## config.mk

```make
export PLATFORM = sky130hd
export DESIGN_NAME = lwe_row_accumulator
export DESIGN_NICKNAME = d
export VERILOG_FILES = /design/src/rtl/lwe_row_accumulator.sv
export SDC_FILE = /design/constraint.sdc
export NUM_CORES = 1
export LEC_CHECK = 0
export BUFFER_PORTS_ARGS = -buffer_cell sky130_fd_sc_hd__clkbuf_2
export CAP_MARGIN = 10
export CORE_ASPECT_RATIO = 0.5
export CORE_UTILIZATION = 56
export CTS_CLUSTER_SIZE = 12
export DETAILED_ROUTE_END_ITERATION = 8
export PLACE_DENSITY_LB_ADDON = 0.12
export SETUP_SLACK_MARGIN = 0.5
export SLEW_MARGIN = 5
export SYNTH_ARGS = -nofsm -noshare
export SYNTH_HDL_FRONTEND = slang
export SYNTH_SLANG_ARGS = --single-unit
```

## constraint.sdc

```tcl
create_clock -name clk_in -period 6.8 [get_ports clk_in]
set_input_delay 2.04 -clock clk_in [delete_from_list [all_inputs] [get_ports clk_in]]
set_output_delay 2.04 -clock clk_in [all_outputs]
set_load 0.03 [all_outputs]
```

## src/rtl/lwe_row_accumulator.sv

```systemverilog
// Reduces two-lane masked A*s products to one 16-bit LWE inner product per row (mod 2^16),
// with beat-index sequencing check. Define ROW_ACC_ERROR_EN to add e_in to each row result.
module lwe_row_accumulator #(
    parameter int ROW_LEN = 8,
    parameter int ROWS    = 4
) (
    input  logic        clk_in,
    input  logic        rst_in,
    input  logic        B_valid,
    input  logic [31:0] B_in,
    input  logic [9:0]  idx_in,
    input  logic [9:0]  h_in,
`ifdef ROW_ACC_ERROR_EN
    input  logic [15:0] e_in,
`endif
    output logic        b_valid,
    output logic [15:0] b_out,
    output logic [9:0]  b_row,
    output logic [9:0]  h_out,
    output logic        matrix_done,
    output logic        seq_err
);

    localparam int BEATS  = ROW_LEN / 2;
    localparam int BEAT_W = (BEATS > 1) ? $clog2(BEATS) : 1;
    localparam logic [BEAT_W-1:0] LAST_BEAT = BEAT_W'(BEATS - 1);
    localparam logic [9:0]        LAST_ROW  = 10'(ROWS - 1);
    localparam logic [9:0]        LAST_IDX  = 10'(ROWS * BEATS - 1);
    localparam logic              ONE_BEAT  = (BEATS == 1);

    typedef enum logic {
        IDLE  = 1'b0,
        ACCUM = 1'b1
    } state_t;

    state_t             state_q, state_d;
    logic [15:0]        acc_q, acc_d;
    logic [BEAT_W-1:0]  beat_cnt_q, beat_cnt_d;
    logic [9:0]         row_cnt_q, row_cnt_d;
    logic [9:0]         exp_idx_q, exp_idx_d;
    logic               seq_err_q, seq_err_d;
    logic               b_valid_q, b_valid_d;
    logic               matrix_done_q, matrix_done_d;
    logic [15:0]        b_out_q, b_out_d;
    logic [9:0]         b_row_q, b_row_d;
    logic [9:0]         h_out_q, h_out_d;

    logic [15:0]        lane [2];
    logic [15:0]        lane_sum;
    logic [15:0]        acc_sum;
    logic [15:0]        row_result;
    logic               final_beat;

    genvar gi;
    generate
        for (gi = 0; gi < 2; gi++) begin : g_lane
            assign lane[gi] = B_in[gi*16 +: 16];
        end
    endgenerate

    assign lane_sum = lane[0] + lane[1];

    // First beat of a row restarts from its own lanes, never from the stale accumulator.
    assign acc_sum    = (state_q == IDLE) ? lane_sum : (acc_q + lane_sum);
    assign final_beat = (state_q == IDLE) ? ONE_BEAT : (beat_cnt_q == LAST_BEAT);

`ifdef ROW_ACC_ERROR_EN
    assign row_result = acc_sum + e_in;
`else
    assign row_result = acc_sum;
`endif

    always_comb begin
        state_d       = state_q;
        acc_d         = acc_q;
        beat_cnt_d    = beat_cnt_q;
        row_cnt_d     = row_cnt_q;
        exp_idx_d     = exp_idx_q;
        seq_err_d     = seq_err_q;
        b_valid_d     = 1'b0;
        matrix_done_d = 1'b0;
        b_out_d       = b_out_q;
        b_row_d       = b_row_q;
        h_out_d       = h_out_q;

        if (B_valid) begin
            // A mismatched index is flagged but the beat is still consumed normally.
            if (idx_in != exp_idx_q) begin
                seq_err_d = 1'b1;
            end
            exp_idx_d = (exp_idx_q == LAST_IDX) ? 10'd0 : exp_idx_q + 10'd1;
            acc_d     = acc_sum;

            if (final_beat) begin
                state_d       = IDLE;
                beat_cnt_d    = '0;
                b_valid_d     = 1'b1;
                b_out_d       = row_result;
                b_row_d       = row_cnt_q;
                h_out_d       = h_in;
                matrix_done_d = (row_cnt_q == LAST_ROW);
                row_cnt_d     = (row_cnt_q == LAST_ROW) ? 10'd0 : row_cnt_q + 10'd1;
            end else begin
                state_d    = ACCUM;
                beat_cnt_d = beat_cnt_q + BEAT_W'(1);
            end
        end
    end

    always_ff @(posedge clk_in) begin
        if (rst_in) begin
            state_q       <= IDLE;
            acc_q         <= '0;
            beat_cnt_q    <= '0;
            row_cnt_q     <= '0;
            exp_idx_q     <= '0;
            seq_err_q     <= 1'b0;
            b_valid_q     <= 1'b0;
            matrix_done_q <= 1'b0;
            b_out_q       <= '0;
            b_row_q       <= '0;
            h_out_q       <= '0;
        end else begin
            state_q       <= state_d;
            acc_q         <= acc_d;
            beat_cnt_q    <= beat_cnt_d;
            row_cnt_q     <= row_cnt_d;
            exp_idx_q     <= exp_idx_d;
            seq_err_q     <= seq_err_d;
            b_valid_q     <= b_valid_d;
            matrix_done_q <= matrix_done_d;
            b_out_q       <= b_out_d;
            b_row_q       <= b_row_d;
            h_out_q       <= h_out_d;
        end
    end

    assign b_valid     = b_valid_q;
    assign b_out       = b_out_q;
    assign b_row       = b_row_q;
    assign h_out       = h_out_q;
    assign matrix_done = matrix_done_q;
    assign seq_err     = seq_err_q;

endmodule

```

==> run summary, run 1 <==
Chip Height = 66.3 um
status = complete, no violations
Worst R2R Setup Slack = 4.38 ns
Starting Density = 57.9%
Netlist cell types = 51
cell count after synthesis = 567
first-pass GRT wire length = 16.4 mm
Tmin final = 5.42 ns
Setup crit end kind = flop
worst path cell trace = clkbuf_2, ha_1, fa_1, a21o_1, nand4_1, a21o_1, nand3_1, o21ai_0, nor2b_1, xnor2_1, ha_1, a21oi_1, o21bai_1, a221o_1, o21ai_2, nor3b_4, mux2i_1, nor4_2
ys flop type = dfxtp_1
max incr delay on CP = 0.41 ns
Fin Setup TNS = 0 ns
largest area contributor in the netlist = dfxtp_1
share of cells above drive strength 1 = 19.4%
startpoint types = input pin
Seq pwr share = 37.2%
Hold Path Depth = 2
Max Clk Rate = 0.185 GHz
H-tree Lvls = 3
PostCTS Resize Cnt = 0
Hold Slack = 0.452 ns
Final setup viols = 0
Slew HR = 36.8%
worst-margin pin slew = 0.949 ns
core area = 8000 sq um
MaxCap Viol Count = 0
routed vias = 4171
Yosys warning count = 0
Switch Pwr = 0.000425 W
number of synthesized register bits = 78
Hold Path Class = reg -> reg
initial antenna violation count = 0
top-count cell post-synth = nand2_1
routed wire length = 9.97 mm
PortBufs = 93
Post-synth EDFFs = 0
wire per inst = 13.0 um
vias in the first global route = 3638
Clock Skew = 0.00834 ns
syn nets = 660
asr flop ratio synth = 0%
CTS tree = built
largest net degree at the start of global routing = 44
Reg2Reg Depth = 9
Area Growth Syn to Fin = 17.8%
Hold Crit Endpoint = h_out[6]$_SDFFE_PP0P_
Pwr Density = 240 nW/um^2
Fin. Hold Viols = 0
Die ar. = 8650 sq um
Max Slew Vio Count = 0
FF-to-FF Start = acc_q[0]$_SDFFE_PP0P_
Sw Ratio = 32.4%
starting DRC count in detailed routing = 221
Static Leak = 2.35 nW
CTS clk-pin slew, worst paths = 0.06 ns
dpl cell area = 5170 sq um
number of nets with antenna violations after routing = 0
Root Driver = clkbuf_16
worst skew pair latency = 0.34 ns
DRC Markers = 0
placed wire-length estimate = 7.42 mm
R2R Path End = acc_q[14]$_SDFFE_PP0P_
Final Wtd Congestion = 0.916
sequential area share after synthesis = 33.7%
Hold-fix buffers, CTS = 0
post-layout power = 0.00131 W
Hold Startpoint = h_out[6]$_SDFFE_PP0P_
Rows = 23
via density per instance = 5.44
CP Max Fanout = 5
maximum vdd ir drop = 0.000157 V
synthesized area = 4630 sq um
Post-CTS Setup Bufs = 0
Int Power = 0.000886 W
CTS Buf Count = 9
fin crit share = 79.7%
DR pass1 iterations = 4
Final Cell Area = 5450 sq um
Synth area leaders = dfxtp_1, ha_1, nand2_1
top-area cell type share of the netlist area = 33.7%
WP data required = 6.98 ns
commonest cells in the netlist = nand2_1, dfxtp_1, nor2_1
final core area utilization = 68.1%
ANT cells = 0
Final nets = 743
Combinational Power Share = 28.5%
clk buf depth = 2
slowest stage cell, crit path = fa_1
Clk pwr share = 34.3%
crit path kind = in -> reg
Global Route Usage Sum = 24.4%
RSZ-0062 raised after global routing = false
# IOs = 94
Critical Path AT = 5.59 ns
# clock sinks = 78
Syn Area/Cell = 8.16 sq um
Die Span X = 131 um
grt total ovfl = 0
[routing by layer]
layer	share of wire, %	track usage [%]	wire, um
met3	5.2	6.31	521
met4	0.65	6.61	65
met2	45	41.5	4510
met5	0	0	0
met1	49	30.7	4870
[power groups by stage]
stage / Sequential [W] / Combinational, W / Clock (W)
floorplan: 0.000495 / 0.000287 / 0
global placement: 0.000497 / 0.000361 / 0
detailed placement: 0.000498 / 0.000368 / 0
CTS: 0.000488 / 0.000372 / 0.000461
global route: 0.000490 / 0.000415 / 0.000481
finish: 0.000488 / 0.000373 / 0.000449
[layout make-up]
type	count	area, sq um
clock buffers	9	225
clock inverters	7	56.3
fillers	699	2550
inverters	8	30.0
multi-input cells	456	2940
flip-flops and latches	78	1560
well taps	112	140
repair buffers	97	495
[worst max-delay path by stage]
| stage | from | endpoint |
|---|---|---|
| 3_5_place_dp | B_in[0] | acc_q[15]$_SDFFE_PP0P_ |
| 6_report | B_in[0] | acc_q[15]$_SDFFE_PP0P_ |
| 3_3_place_gp | B_in[0] | acc_q[15]$_SDFFE_PP0P_ |
| 2_1_floorplan | B_in[0] | acc_q[15]$_SDFFE_PP0P_ |
| 5_1_grt | B_in[0] | acc_q[15]$_SDFFE_PP0P_ |
| 4_1_cts | B_in[0] | acc_q[15]$_SDFFE_PP0P_ |
[cells by family after synthesis]
logic type                 share of synthesized area, %
AOI/OAI and AO/OA                                  18.2
xor gates and xnor gates                           10.2
adders and majority gates                          10.6
buffers and inverters                              2.68
DFF                                                33.7
muxes                                              3.70
and+or+nand+nor                                    20.8
[metrics by stage]
| stage | setup WS, ns | cells |
|---|---|---|
| finish | 1.38 | 767 |
| global route | 1.09 | 767 |
| CTS | 1.39 | 767 |
| detailed placement | 1.06 | 751 |
| global placement | 1.16 | 751 |
| floorplan | 1.45 | 567 |
[cell usage in the layout, fill, tap and decap left out, types with 3 or more instances in the layout]
cell / Yosys / routed
nand3_1: 18 / 18
a31o_2: 3 / 3
nor2_1: 63 / 63
a211oi_1: 16 / 16
xor2_1: 26 / 26
nor2b_1: 5 / 5
nor4_1: 7 / 7
a21o_1: 13 / 13
ha_1: 36 / 36
clkbuf_16: 0 / 9
nand2_1: 92 / 92
xnor2_1: 28 / 28
and3_1: 6 / 6
buf_4: 0 / 4
inv_1: 8 / 8
dfxtp_1: 78 / 78
mux2i_1: 16 / 16
a21oi_1: 57 / 57
nand4_1: 5 / 5
clkbuf_2: 0 / 93
o21bai_1: 4 / 4
clkinv_4: 0 / 3
o21ai_0: 14 / 14
nor3_1: 11 / 11
[sequential cells by signal, summed over array words and instances, names as in the netlist]
| register | flops |
|---|---|
| acc_q | 16 |
| b_out | 16 |
| b_row | 10 |
| exp_idx_q | 10 |
| h_out | 10 |
| row_cnt_q | 10 |
| beat_cnt_q | 2 |
| b_valid | 1 |
| matrix_done | 1 |
| seq_err | 1 |
| state_q | 1 |
[worst max-delay path, delay by kind of cell]
family	cells	cell delay (ns)
simple gates	5	0.84
buf+inv	1	0.08
mux	1	0.25
fa+ha+maj	3	0.95
xor+xnor	1	0.14
compound gates	7	1.28
No activity file was read; power rests on OpenSTA's default activity.
==> run 2, diff against run 1 <==
--- a/config.mk
+++ b/config.mk
@@ -8,7 +8,7 @@
 export BUFFER_PORTS_ARGS = -buffer_cell sky130_fd_sc_hd__clkbuf_2
 export CAP_MARGIN = 10
 export CORE_ASPECT_RATIO = 0.5
-export CORE_UTILIZATION = 56
+export CORE_UTILIZATION = 50
 export CTS_CLUSTER_SIZE = 12
 export DETAILED_ROUTE_END_ITERATION = 8
 export PLACE_DENSITY_LB_ADDON = 0.12
==> constraint.sdc (replaced) <==
create_clock -name clk_in -period 4.61 [get_ports clk_in]
set_input_delay 1.383 -clock clk_in [delete_from_list [all_inputs] [get_ports clk_in]]
set_output_delay 1.383 -clock clk_in [all_outputs]
set_load 0.03 [all_outputs]
==> run summary, run 2 (synthesized netlist as in run 1, its figures left out) <==
maximum vdd ir drop = 0.000249 V
slowest stage cell, crit path = a221o_1
Max Clk Rate = 0.222 GHz
Place WS = -0.228 ns
Hold Startpoint = b_row[5]$_SDFFE_PP0P_
commonest non-fill, non-tap cell in the layout = nand2_1
Clk pwr share = 34.1%
Rows = 24
Hold-fix buffers, CTS = 0
Pwr Density = 369 nW/um^2
status = complete, no violations
clk buf depth = 2
ANT cells = 0
# clock sinks = 78
Final Non-Filler Cells = 820
Final Wtd Congestion = 0.890
Reg area = 1560 sq um
Hold Path Depth = 2
via density per instance = 5.36
startpoint types = input pin
post-layout power = 0.00227 W
Setup crit end kind = flop
Seq pwr share = 31.7%
Critical Path Source = B_in[0]
Global Route Usage Sum = 23.8%
Sw Ratio = 31.3%
starting DRC count in detailed routing = 246
CTS Buf Count = 9
Static Leak = 2.69 nW
Fin. Hold Viols = 0
Chip Height = 70.0 um
DRC Markers = 0
grt total ovfl = 0
# IOs = 94
number of nets with antenna violations after routing = 0
Root Driver = clkbuf_16
crit path kind = in -> reg
fill cell total of the finished layout = 748
CTS clk-pin slew, worst paths = 0.06 ns
share of cells above drive strength 1 = 30.4%
most frequent cells in the layout = nand2_1, clkbuf_2, dfxtp_1
core area = 8830 sq um
CTS tree = built
CP Max Fanout = 4
Reg2Reg Depth = 9
PortBufs = 93
Hold Path Class = reg -> reg
worst path cell trace = buf_6, ha_4, fa_2, a21o_1, nand4_1, nand2_1, a21o_1, a211o_1, nor2b_4, ha_4, a21oi_2, o21ai_2, a221o_1, o21ai_2, nor3b_4, buf_6, mux2i_1, nor3_1
first-pass GRT wire length = 18.7 mm
Clock Skew = 0.00510 ns
CP Buf/Inv Count = 2
Combinational Power Share = 34.3%
Switch Pwr = 0.000709 W
H-tree Lvls = 3
max incr delay on CP = 0.38 ns
routed vias = 4393
final core area utilization = 69.7%
Die Span X = 138 um
Slew HR = 49.2%
Starting Density = 52.4%
fin crit share = 97.7%
Critical Path AT = 4.73 ns
Max Slew Vio Count = 0
RSZ-0062 raised after global routing = true
DR pass1 iterations = 4
Int Power = 0.00156 W
Tmin final = 4.50 ns
initial antenna violation count = 1
largest net degree at the start of global routing = 42
Die ar. = 9670 sq um
worst-margin pin slew = 0.763 ns
Area Growth Syn to Fin = 32.9%
Final setup viols = 0
dpl cells = 791
Final nets = 791
wire per inst = 14.1 um
Worst path depth = 18
Multi-input gate area = 3200 sq um
FF-to-FF Start = acc_q[0]$_SDFFE_PP0P_
CP delay by family, top = compound AO/OA/AOI/OAI gates
placed wire-length estimate = 8.00 mm
fin worst setup slack = 0.108 ns
routed wire length = 11.5 mm
MaxCap Viol Count = 0
WP data required = 4.83 ns
worst skew pair latency = 0.34 ns
vias in the first global route = 4058
-- run 2: final timing paths --
| check | to | slack, ns |
|---|---|---|
| max | b_out[15]$_SDFFE_PP0P_ | 0.11 |
| min | b_row[5]$_SDFFE_PP0P_ | 0.45 |
| max reg2reg | acc_q[14]$_SDFFE_PP0P_ | 2.21 |
| min reg2reg | b_row[5]$_SDFFE_PP0P_ | 0.45 |
-- run 2: per-stage QoR --
stage / hold WS (ns) / setup TNS [ns] / instance area, sq um
6_report: 0.453 / 0 / 6150
3_5_place_dp: 0.447 / -1.13 / 5450
2_1_floorplan: 0.457 / 0 / 4640
4_1_cts: 0.456 / 0 / 5880
5_1_grt: 0.473 / -0.0247 / 6150
3_3_place_gp: 0.441 / -0.597 / 5450
-- run 2: final cells by class --
class	count	area share, %
sequential	78	25.4
clock inverter	6	1.53
clock buffer	10	3.72
multi-input combinational	456	52.0
tap	117	2.38
inverter	8	0.488
timing repair buffer	145	14.5
-- run 2: routing by layer --
metal  routed length (um)  track usage (%)  up-vias  part of all wire, %
met4                  185             8.30        2                  1.6
met5                    9                0        -                0.078
li1                     -                -     2248                    -
met2                 5250             38.5       92                   45
met1                 5550             30.9     2034                   48
met3                  549             6.24       17                  4.8
-- run 2: power groups by stage --
stage	sequential, W	clock [W]	combinational [W]
5_1_grt	0.000720	0.000812	0.000844
2_1_floorplan	0.000730	0	0.000427
3_3_place_gp	0.000730	0	0.000619
3_5_place_dp	0.000731	0	0.000623
6_report	0.000718	0.000772	0.000777
4_1_cts	0.000717	0.000788	0.000676
-- run 2: timing repair --
item	CTS	global route
buffers inserted	7	6
resized for setup	10	47
setup endpoints to repair	12	17
pin swaps	7	41
-- run 2: worst reg2reg max path: stages, from the launching register on --
cell and delay, ns:
dfxtp_1 0.32, ha_1 0.25, fa_1 0.42, a21oi_1 0.32, o21ai_2 0.16, a31oi_4 0.26, o31ai_2 0.08, xor2_1 0.23
nor2_1 0.08, nor4_1 0.18
